**src/rtl/dff_deser_pkg.sv**
```systemverilog
// Shared types and constants for the serial-to-parallel deserializer.
// Holds the FSM encoding, the delivered-word counter width and the bit-counter width helper.
package dff_deser_pkg;

  typedef enum logic [1:0] {
    IDLE  = 2'd0,
    SHIFT = 2'd1,
    STALL = 2'd2
  } state_e;

  localparam int WORD_CNT_W = 16;

  // Bit counter must index 0..width-1; never narrower than one bit.
  function automatic int cnt_width(input int width);
    return (width > 1) ? $clog2(width) : 1;
  endfunction

endpackage

```
**src/rtl/dff_deser_outreg.sv**
```systemverilog
// Single-entry output holding register: load has priority, otherwise a handshake empties it.
// dout keeps its last value after a drain so downstream always sees a stable word.
module dff_deser_outreg
  import dff_deser_pkg::*;
#(
  parameter int WIDTH = 8
) (
  input  logic             clk,
  input  logic             rst,
  input  logic             load,
  input  logic [WIDTH-1:0] load_dat,
  input  logic             dout_ready,
  output logic [WIDTH-1:0] dout,
  output logic             dout_valid,
  output logic             fire
);

  logic [WIDTH-1:0] dout_q;
  logic [WIDTH-1:0] dout_d;
  logic             valid_q;
  logic             valid_d;

  always_comb begin
    fire    = valid_q && dout_ready;
    dout_d  = dout_q;
    valid_d = valid_q;
    // A load on the same edge as a drain replaces the word without a bubble.
    if (load) begin
      dout_d  = load_dat;
      valid_d = 1'b1;
    end else if (fire) begin
      valid_d = 1'b0;
    end
  end

  always_ff @(posedge clk or posedge rst) begin
    if (rst) begin
      dout_q  <= '0;
      valid_q <= 1'b0;
    end else begin
      dout_q  <= dout_d;
      valid_q <= valid_d;
    end
  end

  assign dout       = dout_q;
  assign dout_valid = valid_q;

endmodule

```
**src/rtl/dff_deser.sv**
```systemverilog
// Deserializer behind the single-bit flop stage: assembles WIDTH-bit words from din.
// A completed word with no free output slot parks in the shifter and drops din_ready.
module dff_deser
  import dff_deser_pkg::*;
#(
  parameter int WIDTH     = 8,
  parameter int MSB_FIRST = 1
) (
  input  logic                  clk,
  input  logic                  rst,
  input  logic                  din,
  input  logic                  din_valid,
  output logic                  din_ready,
  input  logic                  flush,
  output logic [WIDTH-1:0]      dout,
  output logic                  dout_valid,
  input  logic                  dout_ready,
  output logic                  busy,
  output logic [WORD_CNT_W-1:0] word_cnt
);

  localparam int             CW       = cnt_width(WIDTH);
  localparam logic [CW-1:0]  CNT_LAST = CW'(WIDTH - 1);

  state_e                  state_q, state_d;
  logic [CW-1:0]           cnt_q, cnt_d;
  logic [WIDTH-1:0]        sreg_q, sreg_d;
  logic [WORD_CNT_W-1:0]   word_cnt_q, word_cnt_d;

  logic                    accept;
  logic                    slot_free;
  logic                    load;
  logic                    fire;
  logic [WIDTH-1:0]        load_dat;
  logic [WIDTH-1:0]        shifted;

  assign din_ready = (state_q != STALL);
  assign accept    = din_valid && din_ready;
  assign slot_free = !dout_valid || dout_ready;

  always_comb begin
    if (MSB_FIRST != 0) begin
      shifted = {sreg_q[WIDTH-2:0], din};
    end else begin
      shifted = {din, sreg_q[WIDTH-1:1]};
    end

    state_d  = state_q;
    cnt_d    = cnt_q;
    sreg_d   = sreg_q;
    load     = 1'b0;
    load_dat = shifted;

    case (state_q)
      IDLE, SHIFT: begin
        if (flush) begin
          state_d = IDLE;
          cnt_d   = '0;
          sreg_d  = '0;
        end else if (accept) begin
          if (cnt_q == CNT_LAST) begin
            cnt_d = '0;
            if (slot_free) begin
              load    = 1'b1;
              state_d = IDLE;
              sreg_d  = '0;
            end else begin
              state_d = STALL;
              sreg_d  = shifted;
            end
          end else begin
            state_d = SHIFT;
            cnt_d   = cnt_q + CW'(1);
            sreg_d  = shifted;
          end
        end
      end
      // Only the outreg can be occupied here, so dout_ready alone frees it.
      STALL: begin
        if (dout_ready) begin
          load     = 1'b1;
          load_dat = sreg_q;
          state_d  = IDLE;
          sreg_d   = '0;
        end
      end
      default: begin
        state_d = IDLE;
        cnt_d   = '0;
        sreg_d  = '0;
      end
    endcase
  end

  always_comb begin
    word_cnt_d = word_cnt_q + {{(WORD_CNT_W-1){1'b0}}, fire};
  end

  always_ff @(posedge clk or posedge rst) begin
    if (rst) begin
      state_q    <= IDLE;
      cnt_q      <= '0;
      sreg_q     <= '0;
      word_cnt_q <= '0;
    end else begin
      state_q    <= state_d;
      cnt_q      <= cnt_d;
      sreg_q     <= sreg_d;
      word_cnt_q <= word_cnt_d;
    end
  end

  dff_deser_outreg #(
    .WIDTH(WIDTH)
  ) u_outreg (
    .clk       (clk),
    .rst       (rst),
    .load      (load),
    .load_dat  (load_dat),
    .dout_ready(dout_ready),
    .dout      (dout),
    .dout_valid(dout_valid),
    .fire      (fire)
  );

  assign busy     = (state_q != IDLE);
  assign word_cnt = word_cnt_q;

endmodule

```
**config.mk**
```make
export PLATFORM = sky130hd
export DESIGN_NAME = dff_deser
export DESIGN_NICKNAME = d
export VERILOG_FILES = /design/src/rtl/dff_deser_pkg.sv /design/src/rtl/dff_deser_outreg.sv /design/src/rtl/dff_deser.sv
export SDC_FILE = /design/constraint.sdc
export NUM_CORES = 1
export LEC_CHECK = 0
export ABC_CLOCK_PERIOD_IN_PS = 4350
export BUFFER_PORTS_ARGS = -buffer_cell sky130_fd_sc_hd__clkbuf_2
export CAP_MARGIN = 20
export CORE_ASPECT_RATIO = 0.6
export CORE_MARGIN = 4
export CORE_UTILIZATION = 53
export DETAILED_ROUTE_END_ITERATION = 10
export HOLD_SLACK_MARGIN = 0.06
export PLACE_DENSITY = 0.77
export SYNTH_ARGS = -nofsm -noshare
export SYNTH_HDL_FRONTEND = slang
export SYNTH_SLANG_ARGS = --single-unit
export TNS_END_PERCENT = 1
```
**constraint.sdc**
```tcl
create_clock -name clk -period 4.35 [get_ports clk]
set_input_delay 0.2175 -clock clk [delete_from_list [all_inputs] [get_ports clk]]
set_output_delay 0.2175 -clock clk [all_outputs]
set_load 0.02 [all_outputs]
```
* Yosys cells after proc, flatten, opt, wreduce, memory -nomap -nowiden
Cells that the tools add are included.
** Word-level totals
- Register bits after elaboration :: 38
- Output and inout bits :: 27
** Operators by class
- Add/subtract/negate cells :: 2
- Eq/ne operators :: 6
- Multiplexer cells :: 26
- Bitwise logic cells :: 1
- Reductions and logical operators :: 10
** Operators by type and width (count)
- $mux 8 :: 7
- $add 16x1->16 :: 1
- $pmux 8 s2 :: 1
- $mux 2 :: 5
- $mux 3 :: 3
- $mux 1 :: 7
- $pmux 3 s2 :: 1
- $ne 2x2->1 const B :: 2
- $pmux 2 s2 :: 1
- $reduce_and 2->1 :: 2
- $reduce_bool 2->1 :: 2
- $add 3x1->3 const B :: 1
- $eq 3x3->1 const B :: 1
- $ne 3x3->1 const B :: 1
- $eq 2x1->1 const B :: 1
- $eq 2x2->1 const B :: 1
- $logic_and 1x1->1 :: 2
- $logic_not 2->1 :: 1
- $pmux 1 s2 :: 1
- $reduce_or 2->1 :: 1
- $logic_not 1->1 :: 1
- $logic_or 1x1->1 :: 1
- $not 1->1 :: 1

* Logic depth before layout (Yosys ltp)
- Word-level depth :: 8
- Depth in mapped cells :: 6
- Gate-level depth less buffers :: 6

* Modules after synthesis
From an unflattened synthesis, not the netlist that was laid out.
** Unflattened totals
- Cell total of the unflattened synthesis :: 132
- Area, all modules :: 1746.7 um2
** By module, submodules not included
- dff_deser :: times used 1, cells each 110, area each 1367.6 um2, seq. area each 725.7 um2
- dff_deser_outreg :: times used 1, cells each 22, area each 379.1 um2, seq. area each 225.2 um2

* Least setup slack after synthesis
OpenSTA, ideal clock, no wires.
- Path type :: reg-to-reg
- From :: reg cnt_q[0]
- To :: reg u_outreg.dout_q[0], in the netlist u_outreg.dout[0]
- Setup time :: 125 ps
- Data arrival time :: 1562 ps
- Required time :: 4225 ps
- Path slack :: 2664 ps
- Stages on the path, launching flop included :: 6
- Path buffers :: 0
- Path through :: dfrtp_1 -> ha_1 -> ha_1 -> nand4bb_1 -> a21boi_4 -> mux2_2
** Between the ends
- Cells in the longest elaborated chain, start to end :: 5
** RTL lines
- start: declaration :: line dff_deser.sv:26 : logic [CW-1:0] cnt_q, cnt_d;
- start signal: assignment :: line dff_deser.sv:107 : cnt_q <= cnt_d;
- $eq 3x3->1 :: line dff_deser.sv:61 : if (cnt_q == CNT_LAST) begin
- $mux 1 :: line dff_deser.sv:61
- $mux 1 :: line dff_deser.sv:60 : end else if (accept) begin
- $mux 1 :: line dff_deser.sv:56 : if (flush) begin
- $pmux 1 s2 :: line dff_deser.sv:54 : case (state_q)
- end signal: assignment :: line dff_deser_outreg.sv:41 : dout_q <= dout_d;
- end: declaration :: line dff_deser_outreg.sv:18 : logic [WIDTH-1:0] dout_q;
No other way between the ends.
A chain may end at the register's enable or synchronous reset.

* Final worst setup path
- From :: reg cnt_q[0]
- To :: reg u_outreg.dout_q[5], in the netlist u_outreg.dout[5]
The elaborated chain is that of the path after synthesis.

==> metrics.md <==
| Metric | Value |
|---|---|
| Clock Skew | `8.60 ps` |
| Seq/Total Area, Yosys | `54.8%` |
| Final Cell Area | `2060 um^2` |
| Clock Latency Late Sink | `290 ps` |
| Period minus WS final | `1920 ps` |
| Buffers on Ports | `32` |
| Detailed placer's ending HPWL | `2430 um` |
| Slew HR | `59.1%` |
| P&R area growth vs syn | `18.4%` |
| WP depth | `5` |
| Pwr/cell area | `341 nW/um^2` |
| Wire per inst | `15.1 um` |
| Detailed Route Iter0 Violations | `83` |
| Setup Buffers After CTS | `0` |
| Slew Limit Fails | `0` |
| CP max-delay cell | `dfrtp_1` |
| FMAX | `522 MHz` |
| Num CTS Buffers | `5` |
| Hold crit path type | `in2reg` |
| Most used cell, CP | `ha_1` |
| Crit path cell chain | `ha_1 > ha_1 > nand4bb_1 > a21boi_4 > mux2_2` |
| Clock transition at path regs | `70 ps` |
| Final Net Count | `186` |
| DRC | `0` |
| Ys Warns | `0` |
| Via count | `1198` |
| Status | `finished clean` |
| Commonest non-fill, non-tap cell in the layout | `dfrtp_1` |
| First-pass GRT wire length | `5600 um` |
| DRT Pass-1 Iters | `4` |
| Post-synth ARST share | `100%` |
| Vert. Die Dim | `52.3 um` |
| FF-to-FF path depth | `5` |
| Mapped Area | `1740 um^2` |
| Commonest non-fill, non-tap cells in the layout | `dfrtp_1 (38), clkbuf_2 (32), mux2_2 (16), a22o_1 (9), nand2_1 (8)` |
| Gpl congestion | `0.835` |
| Post-DR vias/cell | `5.47` |
| RSZ-0062 raised after global routing | `false` |
| Dpl ws | `2460 ps` |
| Max_cap viols | `0` |
| Setup ws final | `2430 ps` |
| Root Buffer | `clkbuf_8` |
| Core ar. | `3000 um^2` |
| Core Rows | `15` |
| Post-placement cell area | `1940 um^2` |
| Chip width | `81.9 um` |
| Largest net degree at the start of global routing | `39` |
| Syn_area_per_cell | `12.7 um^2` |
| Worst reg2reg path endpoint | `u_outreg.dout[5]` |
| Top cell family by delay on the critical path | `adder cells` |
| # H-tree levels | `2` |
| GRT Util Overall | `18.2%` |
| Yosys cell types | `28` |
| TritonCTS clock tree | `yes` |
| # diodes | `0` |
| Initial Utilization | `57.8%` |
| Final WL | `3310 um` |
| Cts hold-fix bufs | `1` |
| Required time worst endpoint | `4530 ps` |
| R2R Setup Slk | `2430 ps` |
| Grt ovf | `0` |
| Max FO, Critical Path | `8` |
| Crit path launch type | `flop` |
| Hold WS | `154 ps` |
| Routed Antenna Nets | `0` |
| Yosys reg bits | `38` |
| Critical path capture point type | `flop` |
| Crit path buf inv count | `0` |
| Number of global-route vias before repair | `1179` |
| Syn Nets | `147` |
| Crit path launch | `cnt_q[0]` |
| Ys flop type | `dfrtp_1` |
| Num ports | `33` |
| VDD IR max | `221 uV` |
| Leakage power | `1.07 nW` |
| Pin slew with the least headroom to its limit | `614 ps` |
| Post_cts resized | `0` |
| CTS sink count | `38` |
| Clock Path Buffers | `2` |
| Final Cycle Share | `44.1%` |
| Crit path DAT | `2100 ps` |
| Initial antenna violation count | `0` |
| Setup TNS | `0 ps` |
| Syn Inst Count | `137` |
| Die ar. | `4290 um^2` |
| RR Startpoint | `cnt_q[0]` |
| Setup crit end | `u_outreg.dout[5]` |
| Post-synth EDFFs | `0` |
| Layout cell share with drive strength beyond 1 | `33.9%` |
| Worst Setup Path Type | `reg2reg` |
| Final Setup Violations | `0` |
| Fin. Hold Viols | `0` |
| Worst path max stage delay | `390 ps` |
-- layout make-up --
class	instances	area [um^2]
sequential	38	951
multi-input combinational	92	751
clock inverter	1	30.0
inverter	5	18.8
timing repair buffer	34	178
tap	42	52.6
fill	223	946
clock buffer	7	76.3
-- worst min-delay path by stage --
stage | start | end | slack (ps) | depth (start not counted)
2_1_floorplan | dout_ready | state_q[1] | 280 | 1
3_3_place_gp | rst | sreg_q[6] | 320 | 3
3_5_place_dp | rst | sreg_q[7] | 350 | 3
4_1_cts | dout_ready | state_q[1] | 150 | 2
5_1_grt | dout_ready | state_q[1] | 180 | 2
6_report | dout_ready | state_q[1] | 150 | 2
-- registers in the layout, indices dropped and copies added (netlist names) --
register	cells
word_cnt	16
u_outreg.dout	8
cnt_q	3
u_outreg.dout_valid	1
sreg_q	8
state_q	2
-- cells in the mapped netlist, types with 2 or more instances --
cell type  instances  area share, %
nor4_1             5            1.8
xor2_1             7            3.5
and2_1             2           0.72
o21ai_0            4            1.2
mux2i_1            2            1.2
nand3_1            5            1.4
or2_2              2           0.72
inv_1              5            1.1
a21oi_1            3           0.86
a22o_1             9            4.5
nand4_1            6            2.2
xnor2_1            7            3.5
ha_1               4            2.9
nor2_1             2           0.43
nor3_1             2           0.58
dfrtp_1           38             55
nand2_1            8            1.7
mux2_2            16             10
-- per-stage QoR --
step / util [%] / cells / total power [mW]
2_1_floorplan: - / 137 / 0.398
3_3_place_gp: 64.6 / 210 / 0.412
3_5_place_dp: 64.6 / 210 / 0.414
4_1_cts: 68.5 / 219 / 0.707
5_1_grt: 68.5 / 219 / 0.730
6_report: 68.5 / 219 / 0.702
-- layer usage --
layer | track usage, % | vias to the layer above | part of all wire [%]
li1 | - | 579 | -
met1 | 22.6 | 584 | 47
met2 | 28.2 | 27 | 46
met3 | 6.36 | 8 | 5.1
met4 | 9.67 | 0 | 1.7
met5 | 0 | - | 0
-- where the power goes --
part | internal (mW) | switching [mW]
logic | 0.0148 | 0.0256
registers | 0.360 | 0.00595
clock network | 0.172 | 0.123
-- kinds of logic after synthesis --
group / count (synthesis) / share of synthesized area (%)
muxes: 18 / 11.5
buffers and inverters: 7 / 2.02
xor gates and xnor gates: 14 / 7.06
DFF: 38 / 54.8
and+or+nand+nor: 38 / 12.5
AOI/OAI and AO/OA: 18 / 9.22
adders and majority gates: 4 / 2.88
Power figures use the tool's default switching activity.
